## config.mk

```make
export PLATFORM = sky130hd
export DESIGN_NAME = ls_unit
export DESIGN_NICKNAME = d
export VERILOG_FILES = /design/src/rtl/ls_unit.sv
export SDC_FILE = /design/constraint.sdc
export NUM_CORES = 1
export LEC_CHECK = 0
export CAP_MARGIN = 10
export CELL_PAD_IN_SITES_DETAIL_PLACEMENT = 1
export CELL_PAD_IN_SITES_GLOBAL_PLACEMENT = 1
export CORE_ASPECT_RATIO = 0.9
export CORE_MARGIN = 2
export CORE_UTILIZATION = 46
export DETAILED_ROUTE_END_ITERATION = 8
export PLACE_DENSITY = 0.86
export REMOVE_ABC_BUFFERS = 1
export SYNTH_ARGS = -nofsm -noshare
export SYNTH_HDL_FRONTEND = slang
export SYNTH_SLANG_ARGS = --single-unit
```

## constraint.sdc

```tcl
create_clock -name clk -period 4.5 [get_ports clk]
set_input_delay 0.45 -clock clk [delete_from_list [all_inputs] [get_ports clk]]
set_output_delay 0.45 -clock clk [all_outputs]
set_load 0.05 [all_outputs]
```

## src/rtl/ls_unit.sv

```systemverilog
// ls_unit: in-order load/store front end. Requests are queued, issued one at a
// time to a word-addressed memory controller, and retired with a tagged
// completion pulse. Byte and half stores are done as read-modify-write.
module ls_unit #(
  parameter int FIFO_DEPTH = 4,
  parameter int TAG_WIDTH  = 4
) (
  input  logic                 clk,
  input  logic                 rst,
  input  logic                 in_valid,
  output logic                 in_ready,
  input  logic                 in_we,
  input  logic [2:0]           in_funct3,
  input  logic [31:0]          in_addr,
  input  logic [31:0]          in_data,
  input  logic [TAG_WIDTH-1:0] in_tag,
  input  logic                 flush,
  output logic                 ls_valid,
  output logic                 ls_we,
  output logic [31:0]          ls_addr,
  output logic [31:0]          ls_src,
  input  logic                 ls_done,
  input  logic [31:0]          ls_data,
  output logic                 out_valid,
  output logic [TAG_WIDTH-1:0] out_tag,
  output logic [31:0]          out_data,
  output logic                 out_err
);
  localparam int PW = $clog2(FIFO_DEPTH);
  localparam int CW = $clog2(FIFO_DEPTH + 1);

  typedef struct packed {
    logic                 we;
    logic [2:0]           f3;
    logic [31:0]          addr;
    logic [31:0]          data;
    logic [TAG_WIDTH-1:0] tag;
  } req_t;

  typedef enum logic [1:0] {IDLE, REQ, WAIT} state_t;

  req_t          r_q [FIFO_DEPTH];
  logic [PW-1:0] r_rd, r_wr;
  logic [CW-1:0] r_count;
  state_t        r_state, w_nstate;
  req_t          r_cur;
  logic          r_wr_phase;   // RMW store has moved on to its write access
  logic          r_flushed;    // in-flight op was flushed; retire silently

  req_t                 w_head;
  logic                 w_push, w_pop, w_rmw_rd;
  logic                 w_issue, w_iss_we;
  logic [31:0]          w_iss_addr, w_iss_src;
  logic                 w_fin, w_fin_err;
  logic [31:0]          w_fin_data;
  logic [TAG_WIDTH-1:0] w_fin_tag;

  // Illegal width/direction combination or misaligned access
  function automatic logic f_bad(input logic we, input logic [2:0] f3, input logic [1:0] a);
    case (f3)
      3'b000:  f_bad = 1'b0;
      3'b001:  f_bad = a[0];
      3'b010:  f_bad = (a != 2'b00);
      3'b100:  f_bad = we;
      3'b101:  f_bad = we | a[0];
      default: f_bad = 1'b1;
    endcase
  endfunction

  // Extract and extend the addressed lane of a read word
  function automatic logic [31:0] f_load(input logic [2:0] f3, input logic [1:0] a,
                                         input logic [31:0] w);
    logic [7:0]  b;
    logic [15:0] h;
    b = w[{a, 3'b000} +: 8];
    h = a[1] ? w[31:16] : w[15:0];
    case (f3)
      3'b000:  f_load = {{24{b[7]}}, b};
      3'b100:  f_load = {24'd0, b};
      3'b001:  f_load = {{16{h[15]}}, h};
      3'b101:  f_load = {16'd0, h};
      default: f_load = w;
    endcase
  endfunction

  // Insert the store byte/half into the word read back from memory
  function automatic logic [31:0] f_merge(input logic [2:0] f3, input logic [1:0] a,
                                          input logic [31:0] w, input logic [31:0] d);
    f_merge = w;
    if (f3 == 3'b000) f_merge[{a, 3'b000} +: 8] = d[7:0];
    else              f_merge[{a[1], 4'b0000} +: 16] = d[15:0];
  endfunction

  assign in_ready = (r_count < CW'(FIFO_DEPTH));
  assign w_head   = r_q[r_rd];
  assign w_push   = in_valid && in_ready && !flush;
  assign w_rmw_rd = r_cur.we && (r_cur.f3 != 3'b010) && !r_wr_phase;

  // Queue storage; only written on an accepted push
  always_ff @(posedge clk) begin
    if (w_push) r_q[r_wr] <= '{we: in_we, f3: in_funct3, addr: in_addr, data: in_data, tag: in_tag};
  end

  // Queue pointers and occupancy; flush empties the queue outright
  always_ff @(posedge clk) begin
    if (rst || flush) begin
      r_rd    <= '0;
      r_wr    <= '0;
      r_count <= '0;
    end else begin
      if (w_push) r_wr <= r_wr + 1'b1;
      if (w_pop)  r_rd <= r_rd + 1'b1;
      r_count <= r_count + CW'(w_push) - CW'(w_pop);
    end
  end

  // FSM state register
  always_ff @(posedge clk) begin
    if (rst) r_state <= IDLE;
    else     r_state <= w_nstate;
  end

  // Next state, pop/issue decisions and completion values
  always_comb begin
    w_nstate   = r_state;
    w_pop      = 1'b0;
    w_issue    = 1'b0;
    w_iss_we   = 1'b0;
    w_iss_addr = {2'b00, r_cur.addr[31:2]};
    w_iss_src  = r_cur.data;
    w_fin      = 1'b0;
    w_fin_err  = 1'b0;
    w_fin_data = '0;
    w_fin_tag  = r_cur.tag;
    case (r_state)
      IDLE: begin
        if (r_count != '0 && !flush) begin
          w_pop     = 1'b1;
          w_fin_tag = w_head.tag;
          if (f_bad(w_head.we, w_head.f3, w_head.addr[1:0])) begin
            w_fin     = 1'b1;
            w_fin_err = 1'b1;
          end else begin
            w_issue    = 1'b1;
            w_iss_we   = w_head.we && (w_head.f3 == 3'b010);
            w_iss_addr = {2'b00, w_head.addr[31:2]};
            w_iss_src  = w_head.data;
            w_nstate   = REQ;
          end
        end
      end
      REQ: w_nstate = WAIT;
      WAIT: begin
        if (ls_done) begin
          if (w_rmw_rd) begin
            w_issue   = 1'b1;
            w_iss_we  = 1'b1;
            w_iss_src = f_merge(r_cur.f3, r_cur.addr[1:0], ls_data, r_cur.data);
            w_nstate  = REQ;
          end else begin
            w_fin      = 1'b1;
            w_fin_data = r_cur.we ? 32'd0 : f_load(r_cur.f3, r_cur.addr[1:0], ls_data);
            w_nstate   = IDLE;
          end
        end
      end
      default: w_nstate = IDLE;
    endcase
  end

  // Current op, RMW phase and flush-suppression tracking
  always_ff @(posedge clk) begin
    if (rst) begin
      r_cur      <= '0;
      r_wr_phase <= 1'b0;
      r_flushed  <= 1'b0;
    end else begin
      if (w_pop) begin
        r_cur      <= w_head;
        r_wr_phase <= 1'b0;
      end else if (w_issue) begin
        r_wr_phase <= 1'b1;
      end
      if (w_nstate == IDLE) r_flushed <= 1'b0;
      else if (flush)       r_flushed <= 1'b1;
    end
  end

  // Registered memory request and completion outputs
  always_ff @(posedge clk) begin
    if (rst) begin
      ls_valid  <= 1'b0;
      ls_we     <= 1'b0;
      ls_addr   <= '0;
      ls_src    <= '0;
      out_valid <= 1'b0;
      out_tag   <= '0;
      out_data  <= '0;
      out_err   <= 1'b0;
    end else begin
      ls_valid <= w_issue;
      if (w_issue) begin
        ls_we   <= w_iss_we;
        ls_addr <= w_iss_addr;
        ls_src  <= w_iss_src;
      end
      out_valid <= w_fin && !flush && !r_flushed;
      if (w_fin) begin
        out_tag  <= w_fin_tag;
        out_data <= w_fin_data;
        out_err  <= w_fin_err;
      end
    end
  end

endmodule

```

## Word level (Yosys, flattened, before mapping)

Memories as Yosys holds them, arrays and structs flattened. A register that Yosys moved wholly into a read port is not among the register bits.
Cells that the tools add are included.

- Add/subtract/negate cells: 6
- $lt $le $gt $ge: 1
- Eq/ne operators: 10
- Shift operators: 5
- Multiplexer cells: 47
- Bitwise logic cells: 1
- Reduce and logical (&&, ||, !) cells: 20

Operators with widths:

| kind | number |
|---|---|
| two-way mux 32 bit | 9 |
| one-hot mux 32 bit (4 select lines) | 1 |
| two-way mux 30 bit | 3 |
| bitwise mux 32 bit | 2 |
| one-hot mux 32 bit (2 select lines) | 1 |
| variable shift 16 x 7 -> 32 bit, first input constant | 1 |
| variable shift 8 x 7 -> 32 bit, first input constant | 1 |
| indexed part select 16 x 7 -> 32 bit | 1 |
| indexed part select 32 x 6 -> 8 bit | 1 |
| indexed part select 8 x 7 -> 32 bit | 1 |
| two-way mux 1 bit | 18 |
| two-way mux 16 bit | 1 |
| negator 5 -> 7 bit | 2 |
| == test 3 bit, second input constant | 4 |
| two-way mux 2 bit | 5 |
| logical AND 1 bit | 8 |
| two-way mux 4 bit | 2 |
| == test 3 x 1 -> 1 bit, second input constant | 2 |
| zero test 3 bit | 2 |
| one-hot mux 1 bit (2 select lines) | 3 |
| one-hot mux 2 bit (3 select lines) | 1 |
| one-hot mux 1 bit (5 select lines) | 1 |
| adder 2 x 1 -> 2 bit, second input constant | 2 |
| zero test 2 bit | 2 |
| other kinds (13) | 16 |

- Register bits after elaboration: 187
- Bits in writable memories: 288
- Input port bits: 109
- Output and inout port bits: 105
- Word-level logic and storage cells: 110
- Memories: 1

Memories:

| memory | words | bits a word | read ports | clocked after Yosys merged registers in | wr ports | RTL line | source |
|---|---|---|---|---|---|---|---|
| r_q | 4 | 72 | 1 | 1 | 1 | 42 | `req_t r_q [FIFO_DEPTH];` |

## Logic depth before layout (Yosys ltp)

Gate-level depths: netlist (run 1).

- Depth after elaboration: 9
- Gate-level depth with buffers: 14
- Gate-level depth less buffers: 11

## Worst setup path before layout (run 1)

OpenSTA, ideal clock, no wires.

- Path kind: input to register
- Start point: in flush
- End point: reg r_count[2]
- Library setup time: 0.124 ns
- Arrival time: 3.243 ns
- Data required time: 4.376 ns
- Slack: 1.133 ns
- Cell stages on the path: 14
- Path buffers: 3
- Path through: or3_1 > or2_2 > clkbuf_1 > clkinv_1 > clkbuf_1 > clkbuf_1 > ha_1 > inv_1 > ha_1 > inv_1 > fa_1 > xnor2_1 > xnor2_1 > nor2_1

- Longest elaborated chain between the ends: 5
- Elaborated cells between the ends (all ways): 8
- Classes of those cells: 2 x add/sub; 2 x mux; 4 x reduce/logical

Ends and longest elaborated chain:

| what | RTL line | source |
|---|---|---|
| from (decl) | 17 | `input logic flush,` |
| zero test 1 bit | 137 | `if (r_count != '0 && !flush) begin` |
| logical AND 1 bit | 137 |  |
| two-way mux 1 bit | 137 |  |
| two-way mux 1 bit | 135 | `case (r_state)` |
| net w_pop | 51 | `logic w_push, w_pop, w_rmw_rd;` |
| subtractor 3 x 1 -> 3 bit | 113 | `r_count <= r_count + CW'(w_push) - CW'(w_pop);` |
| to (signal assigned) | 113 |  |
| to (decl) | 44 | `logic [CW-1:0] r_count;` |

The timed path passes the listed nets, and every way through them passes these cells.
A chain may end at the register's enable or synchronous reset.

## Worst setup path after layout (run 1)

- Start point: reg r_state[1]
- End point: reg ls_addr[18]

- Longest elaborated chain between the ends: 2
- Elaborated cells between the ends (all ways): 4
- Classes of those cells: 1 x eq/ne; 2 x mux; 1 x reduce/logical

Ends and longest elaborated chain:

| what | RTL line | source |
|---|---|---|
| from (decl) | 45 | `state_t r_state, w_nstate;` |
| from (signal assigned) | 120 | `else r_state <= w_nstate;` |
| == test 2 bit / zero test 2 bit (equally long branches) | 135 |  |
| one-hot mux 1 bit (2 select lines) / two-way mux 30 bit (equally long branches) | 135 |  |
| to (signal assigned) | 204 | `ls_addr <= w_iss_addr;` |
| to (decl) | 20 | `output logic [31:0] ls_addr,` |

Several ways; a longest one is shown, not always the timed one.

==> results of run 1 <==
routing by layer:
layer  routed length (um)  part of all wire (%)  up-vias  track usage, %
met4                 1860                   3.4        4            10.3
li1                     -                     -     5994               -
met2                26700                    48      443            41.9
met3                 3920                   7.1      103            5.89
met1                22600                    41     6851            32.3
met5                   20                 0.036        -               0
worst min-delay path by stage:
stage / depth (start not counted) / slack [ns] / endpoint / from
after detailed placement: 1 / 0.43 / out_valid$_SDFF_PP0_ / r_flushed$_SDFFE_PP0P_
after global routing: 1 / 0.45 / out_valid$_SDFF_PP0_ / r_flushed$_SDFFE_PP0P_
after CTS: 2 / 0.42 / ls_valid$_SDFF_PP0_ / rst
final: 2 / 0.41 / ls_valid$_SDFF_PP0_ / rst
after global placement: 1 / 0.42 / out_valid$_SDFF_PP0_ / r_flushed$_SDFFE_PP0P_
after floorplan: 1 / 0.40 / out_valid$_SDFF_PP0_ / r_flushed$_SDFFE_PP0P_
cells in the final DEF, fill, tap and decap left out, types with 9 or more instances in the layout:
master           Yosys  final
nand2_1            190    190
o21ai_0             58     58
nor3b_1             10     10
mux4_2              75     75
clkdlybuf4s50_1      0    210
inv_1               13     13
clkbuf_1            91     21
mux2i_1             43     43
a221oi_1            23     23
buf_4                3     25
nand2b_1            13     13
a21oi_1            110    110
nor2_1              97     96
o21a_1              10     10
and2_1              13      9
nand3_1             52     52
a211oi_1            43     43
a311oi_1            25     25
ha_1                11     11
dfxtp_1            187    185
edfxtp_1           288    288
a211o_1              9      9
clkbuf_16            0     50
flip-flops by register name, summed over array words and instances (netlist names), 2 cells and up, named ones only:
name / count
ls_addr: 30
ls_src: 32
out_data: 32
out_tag: 4
r_count: 3
r_cur: 72
r_q: 288
r_rd: 2
r_state: 2
r_wr: 2
through the flow:
step                TNS (ns)  total power, W  std cells  hold slack [ns]  worst slack [ns]
floorplan            -137.93         0.00527       1382            0.398             -1.82
global placement           0         0.00559       2165            0.418             0.502
detailed placement         0         0.00563       2165            0.432             0.382
CTS                        0         0.00962       2256            0.416             0.687
global route               0         0.00985       2256            0.452             0.447
finish                     0         0.00956       2259            0.408             0.666
cell usage after synthesis, types with 2 or more instances:
| master | number | area, sq um |
|---|---|---|
| ha_1 | 11 | 138 |
| mux2i_1 | 43 | 430 |
| a41oi_1 | 8 | 70.1 |
| or3_1 | 3 | 18.8 |
| xnor2_1 | 4 | 35.0 |
| buf_1 | 10 | 37.5 |
| a211oi_1 | 43 | 323 |
| buf_2 | 6 | 30.0 |
| a311oi_1 | 25 | 219 |
| nor2b_1 | 9 | 56.3 |
| nor3_1 | 9 | 45.0 |
| nor2_1 | 97 | 364 |
| edfxtp_1 | 288 | 8650 |
| a31oi_1 | 7 | 43.8 |
| nand2_1 | 190 | 713 |
| buf_6 | 4 | 45.0 |
| or2_2 | 7 | 43.8 |
| o22ai_1 | 3 | 18.8 |
| a211o_1 | 9 | 78.8 |
| a21oi_1 | 110 | 551 |
| nor3b_1 | 10 | 75.1 |
| nand2b_1 | 13 | 81.3 |
| o21bai_1 | 8 | 60.1 |
| and2_1 | 13 | 81.3 |
| o221ai_1 | 5 | 43.8 |
| mux2_2 | 8 | 90.1 |
| buf_4 | 3 | 22.5 |
| o211ai_1 | 2 | 15.0 |
| inv_1 | 13 | 48.8 |
| mux4_2 | 75 | 1690 |
| clkbuf_1 | 91 | 342 |
| o21a_1 | 10 | 75.1 |
| dfxtp_1 | 187 | 3740 |
| nand3_1 | 52 | 260 |
| a21boi_0 | 8 | 60.1 |
| o21ai_0 | 58 | 290 |
| a221oi_1 | 23 | 201 |
power by group through the flow:
| stage | clock network (W) | logic, W | registers (W) |
|---|---|---|---|
| after floorplan | 0 | 0.000324 | 0.00494 |
| after global placement | 0 | 0.000725 | 0.00487 |
| after detailed placement | 0 | 0.000756 | 0.00488 |
| after CTS | 0.00408 | 0.000763 | 0.00478 |
| after global routing | 0.00424 | 0.000823 | 0.00479 |
| final | 0.00402 | 0.000763 | 0.00478 |
logic make-up (layout without fill, tap and decap cells):
family / count (synthesis) / after routing / synth area share (%)
buffers and inverters: 128 / 341 / 2.73
adders and majority gates: 12 / 12 / 0.813
and+or+nand+nor: 413 / 413 / 9.48
muxes: 126 / 126 / 11.4
AOI/OAI and AO/OA: 335 / 335 / 11.5
DFF: 475 / 475 / 63.9
other: 1 / 5 / 0.0193
xor gates and xnor gates: 5 / 5 / 0.226
layout make-up:
cell class	count	area, sq um	share of cell area [%]
multi-input cells	893	6530	27.7
inverters	14	53.8	0.228
clock inverters	15	174	0.738
well taps	547	684	2.91
flip-flops and latches	475	12400	52.6
diodes	3	7.51	0.0319
repair buffers	236	2300	9.77
clock buffers	76	1400	5.94
critical path: stages, from the launching register on:
cell	delay (ns)
dfxtp_1	0.70
or3_1	0.22
or2_4	0.76
clkinv_2	0.46
buf_4	0.41
o21ai_4	0.11
buf_4	0.53
nor2_1	0.12
a211oi_1	0.29
==> impl_metrics.json, run 1 <==
{
  "netlist_area_sq_um": 19400,
  "gp_congestion": 0.832,
  "postSynthAreaPerCell_sq_um": 13.0,
  "finalCritPeriodShare_pct": 85.2,
  "cts.htree.levels": 2,
  "crit_fanout": 73,
  "wl_per_cell_um": 24.4,
  "setup_violations": 0,
  "grt_pass1_wl_mm": 84.3,
  "core_sq_um": 41700,
  "die_h_um": 199,
  "worstPathArrival_ns": 4.32,
  "yosysUniqueCellTypes": 67,
  "slew_headroom_pct": 24.4,
  "drt_iter0_drc": 933,
  "ir_drop_mv": 0.348,
  "fp-row-count": 71,
  "ys_seq_elements": 475,
  "critical_path.endpoint": "ls_addr[18]$_SDFFE_PP0P_",
  "root_buffer": "clkbuf_16",
  "dieArea_sq_um": 43800,
  "min-delay-path-class": "input port to flop",
  "post-route-drc-count": 0,
  "fillers": 4054,
  "async_flop_share_pct": 0,
  "path_clk_slew_ns": 0.06,
  "vias": 13400,
  "p_leak_nw": 7.36,
  "synthToLayoutAreaGrowth_pct": 21.4,
  "synth_cells": 1495,
  "critPathKind": "flop to flop",
  "grt_pass1_vias": 14400,
  "final_util_pct": 56.5,
  "power_frac_seq_pct": 50.0,
  "clockPowerShare_pct": 42.0,
  "rsz0062_at_grt": "false",
  "power_switching_w": 0.00224,
  "min_period_ns": 3.83,
  "cts_made_buffers": 49,
  "routed_wirelength_mm": 55.2,
  "outcome": "finished, final reports clean",
  "hold_viol": 0,
  "fin_worst_skew_ns": 0.0116,
  "postLayoutCellArea_sq_um": 23600,
  "synth_warnings": 0,
  "cts.sink_count": 475,
  "r2r_cells": 8,
  "startpoint": "r_state[1]$_SDFF_PP0_",
  "worstReg2RegEnd": "ls_addr[18]$_SDFFE_PP0P_",
  "grt_usage_pct": 25.4,
  "pin_count": 214,
  "cts_hold_buffers": 0,
  "cts_setup_buffers": 0,
  "crit_path_start_kind": "flop",
  "dr.pass1.iters": 6,
  "synth-edff-count": 288,
  "maxCapViolCount": 0,
  "drive_gt1_share_pct": 11.9,
  "clock_latency_ns": 0.60,
  "postRouteAntennaNets": 0,
  "p_comb_share_pct": 8.0,
  "antenna_found_initial": 5,
  "reg2reg_from": "r_state[1]$_SDFF_PP0_",
  "power_density_nw_per_um2": 406,
  "grt_max_degree": 118,
  "seq_area_frac_synth_pct": 63.9,
  "tritoncts": "done",
  "numPortBuffers": 211,
  "dpl_cell_area_sq_um": 22000,
  "vias_per_cell": 5.93,
  "cellInternalPower_w": 0.00733,
  "grt_overflow": 0,
  "tightest_slew_ns": 1.13,
  "swShare_pct": 23.4,
  "ys.flop_type": "edfxtp_1",
  "fin_nets": 1790,
  "fmaxAchievable_mhz": 261,
  "crit_required_ns": 4.99,
  "hpwl_mm": 35.4,
  "clockBufferDepth": 3,
  "start_util_pct": 46.6,
  "r2r_setup_slack_ns": 0.67,
  "fp.dieW_um": 220,
  "end_kind": "flop",
  "drv_slew": 0,
  "ctsResizeCount": 0
}
No activity file was read; power rests on OpenSTA's default activity.
==> inputs of run 2 (changes only) <==
Settings changed: CAP_MARGIN 10 to 20, GPL_ROUTABILITY_DRIVEN from default to 0.
==> results of run 2 <==
Same layout as run 1: the final DEF is identical, and so are final timing and power.
==> inputs of run 3 (changes only) <==
Settings changed: CORE_UTILIZATION 46 to 42, PLACE_DENSITY 0.86 to 0.82.
Clock period 4.5 ns to 3.3 ns, I/O delays scaled along.
==> run 3 against run 2 <==
Against the previous run:
- clock power increased by 34%
- combinational power increased by 39%
- global-route usage decreased by 2.7 points
- flip-flop and latch count unchanged
- via count about the same
- sequential power increased by 36%
- fmax increased by 36%
- register-to-register slack got worse by 0.19 ns
- count of clock-buffer cells in the layout decreased by 12
- setup slack got worse by 0.19 ns
- design area increased by 1.1%
- power increased by 36%
- largest cell class unchanged
==> impl_metrics.json, run 3 (synthesis gave the netlist of run 1 again) <==
{
  "outcome": "finished, final reports clean",
  "cts_made_buffers": 48,
  "drive_gt1_share_pct": 12.8,
  "maxCapViolCount": 0,
  "crit_path_start_kind": "flop",
  "cellInternalPower_w": 0.00989,
  "largest_register": "r_q",
  "clockPowerShare_pct": 41.5,
  "drt_iter0_drc": 943,
  "whs_endpoint": "out_err$_SDFFE_PP0P_",
  "swShare_pct": 23.7,
  "critPathKind": "flop to flop",
  "r2r_setup_slack_ns": 0.48,
  "crit_family": "multiplexers",
  "fin_worst_skew_ns": 0.0158,
  "grtUsageMet1_pct": 29.4,
  "fp-row-count": 74,
  "worstPathArrival_ns": 3.31,
  "tightest_slew_ns": 1.06,
  "grt_usage_pct": 22.6,
  "finalCritPeriodShare_pct": 85.6,
  "hp-start": "rst",
  "antenna_found_initial": 11,
  "max_stage_delay_ns": 0.63,
  "dieArea_sq_um": 47900,
  "holdWs_ns": 0.120,
  "final.setup.tns_ns": 0,
  "vias_per_cell": 5.75,
  "numPortBuffers": 211,
  "min-delay-path-class": "input port to flop",
  "fmaxAchievable_mhz": 354,
  "routed_wirelength_mm": 54.6,
  "worst_path_max_delay_cell": "mux4_2",
  "crit_buf_inv": 0,
  "largest_register_ffs": 288,
  "ir_drop_mv": 0.480,
  "clock_latency_ns": 0.60,
  "finalPower_w": 0.0130,
  "whs_path_depth": 2,
  "layout_commonest_cell": "edfxtp_1",
  "crit_required_ns": 3.79,
  "clockBufferDepth": 3,
  "grt_overflow": 0,
  "grt_pass1_wl_mm": 83.7,
  "mostFrequentLayoutCells": "edfxtp_1, clkdlybuf4s50_1, nand2_1",
  "start_util_pct": 42.7,
  "core_sq_um": 45500,
  "worstReg2RegEnd": "ls_src[6]$_SDFFE_PP0P_",
  "power_switching_w": 0.00307,
  "grt_max_degree": 80,
  "grt_util_met3_pct": 5.05,
  "postRouteAntennaNets": 0,
  "fp.dieW_um": 231,
  "dr.pass1.iters": 6,
  "dpl_cell_area_sq_um": 22300,
  "p_comb_share_pct": 8.2,
  "grt_util_met2_pct": 37.2,
  "cts.sink_count": 475,
  "postLayoutCellArea_sq_um": 23800,
  "drv_slew": 0,
  "end_kind": "flop",
  "cts_hold_buffers": 0,
  "power_density_nw_per_um2": 544,
  "path_cells": "mux4_2, nor4_4, o21ai_2, mux2_2, a311oi_1",
  "die_h_um": 208,
  "largest_registers": "r_q: 288 flops, r_cur: 72 flops",
  "synthToLayoutAreaGrowth_pct": 22.7,
  "final_util_pct": 52.4,
  "hpwl_mm": 35.0,
  "busiest_layer": "met2",
  "root_buffer": "clkbuf_16",
  "pin_count": 214,
  "cts.htree.levels": 2,
  "slew_headroom_pct": 29.5,
  "wl_per_cell_um": 23.4,
  "power_frac_seq_pct": 50.3,
  "ctsResizeCount": 0,
  "vias": 13400,
  "rsz0062_at_grt": "false",
  "r2r_cells": 5,
  "min_period_ns": 2.82,
  "cts_setup_buffers": 0,
  "tritoncts": "done",
  "hold_viol": 0,
  "crit_fanout": 17,
  "path_clk_slew_ns": 0.06,
  "fin_nets": 1804,
  "p_leak_nw": 7.43,
  "grt_pass1_vias": 14200,
  "setup_violations": 0,
  "post-route-drc-count": 0
}
[run 3: cell count changes in the layout (fill, tap and decap cells not counted), moves of 3 or more]
cell	delta
clkinv_1	+4
buf_12	+8
clkinv_2	+3
clkbuf_1	-9
clkinvlp_4	+3
buf_4	+7
[run 3: how the worst max path moves through the flow]
stage          cells after the start  slack [ns]              startpoint                       to
3_5_place_dp                      12        0.24                   flush    r_count[2]$_SDFF_PP0_
2_1_floorplan                      5       -3.02                    flop  ls_addr[0]$_SDFFE_PP0P_
4_1_cts                            5        0.41                    flop   ls_src[6]$_SDFFE_PP0P_
6_report                           5        0.48                    flop   ls_src[6]$_SDFFE_PP0P_
3_3_place_gp                      12        0.29                   flush    r_count[2]$_SDFF_PP0_
5_1_grt                            7        0.34  r_cur[37]$_SDFFE_PP0P_  ls_src[17]$_SDFFE_PP0P_
[run 3: per-layer routing]
metal	routed length [um]	up-vias	share of wire (%)
li1	-	6026	-
met1	22900	6771	42
met2	26100	454	48
met3	3840	131	7.0
met4	1660	18	3.0
met5	109	-	0.20
[run 3: worst register-to-register path: stages (launching register included)]
cell and delay (ns):
dfxtp_4 0.44, mux4_2 0.64, nor4_4 0.54, o21ai_2 0.40, mux2_2 0.41, a311oi_1 0.30
[run 3: per-stage QoR]
stage | cells | setup slack [ns]
floorplan | 1382 | -3.02
global placement | 2241 | 0.293
detailed placement | 2241 | 0.244
CTS | 2330 | 0.411
global route | 2330 | 0.339
finish | 2332 | 0.475
[run 3: area by class of cell]
class	instances	area [sq um]
well taps	608	761
clock buffers	64	1310
multi-input cells	893	6530
inverters	14	53.8
fillers	4520	21700
diodes	2	5.00
clock inverters	25	226
repair buffers	251	2510
flip-flops and latches	475	12400
[run 3: power by group through the flow]
stage | logic [W] | registers [W] | clock network (W)
3_3_place_gp | 0.00102 | 0.00663 | 0
4_1_cts | 0.00107 | 0.00651 | 0.00550
3_5_place_dp | 0.00106 | 0.00664 | 0
6_report | 0.00106 | 0.00651 | 0.00538
2_1_floorplan | 0.000442 | 0.00674 | 0
5_1_grt | 0.00115 | 0.00652 | 0.00570
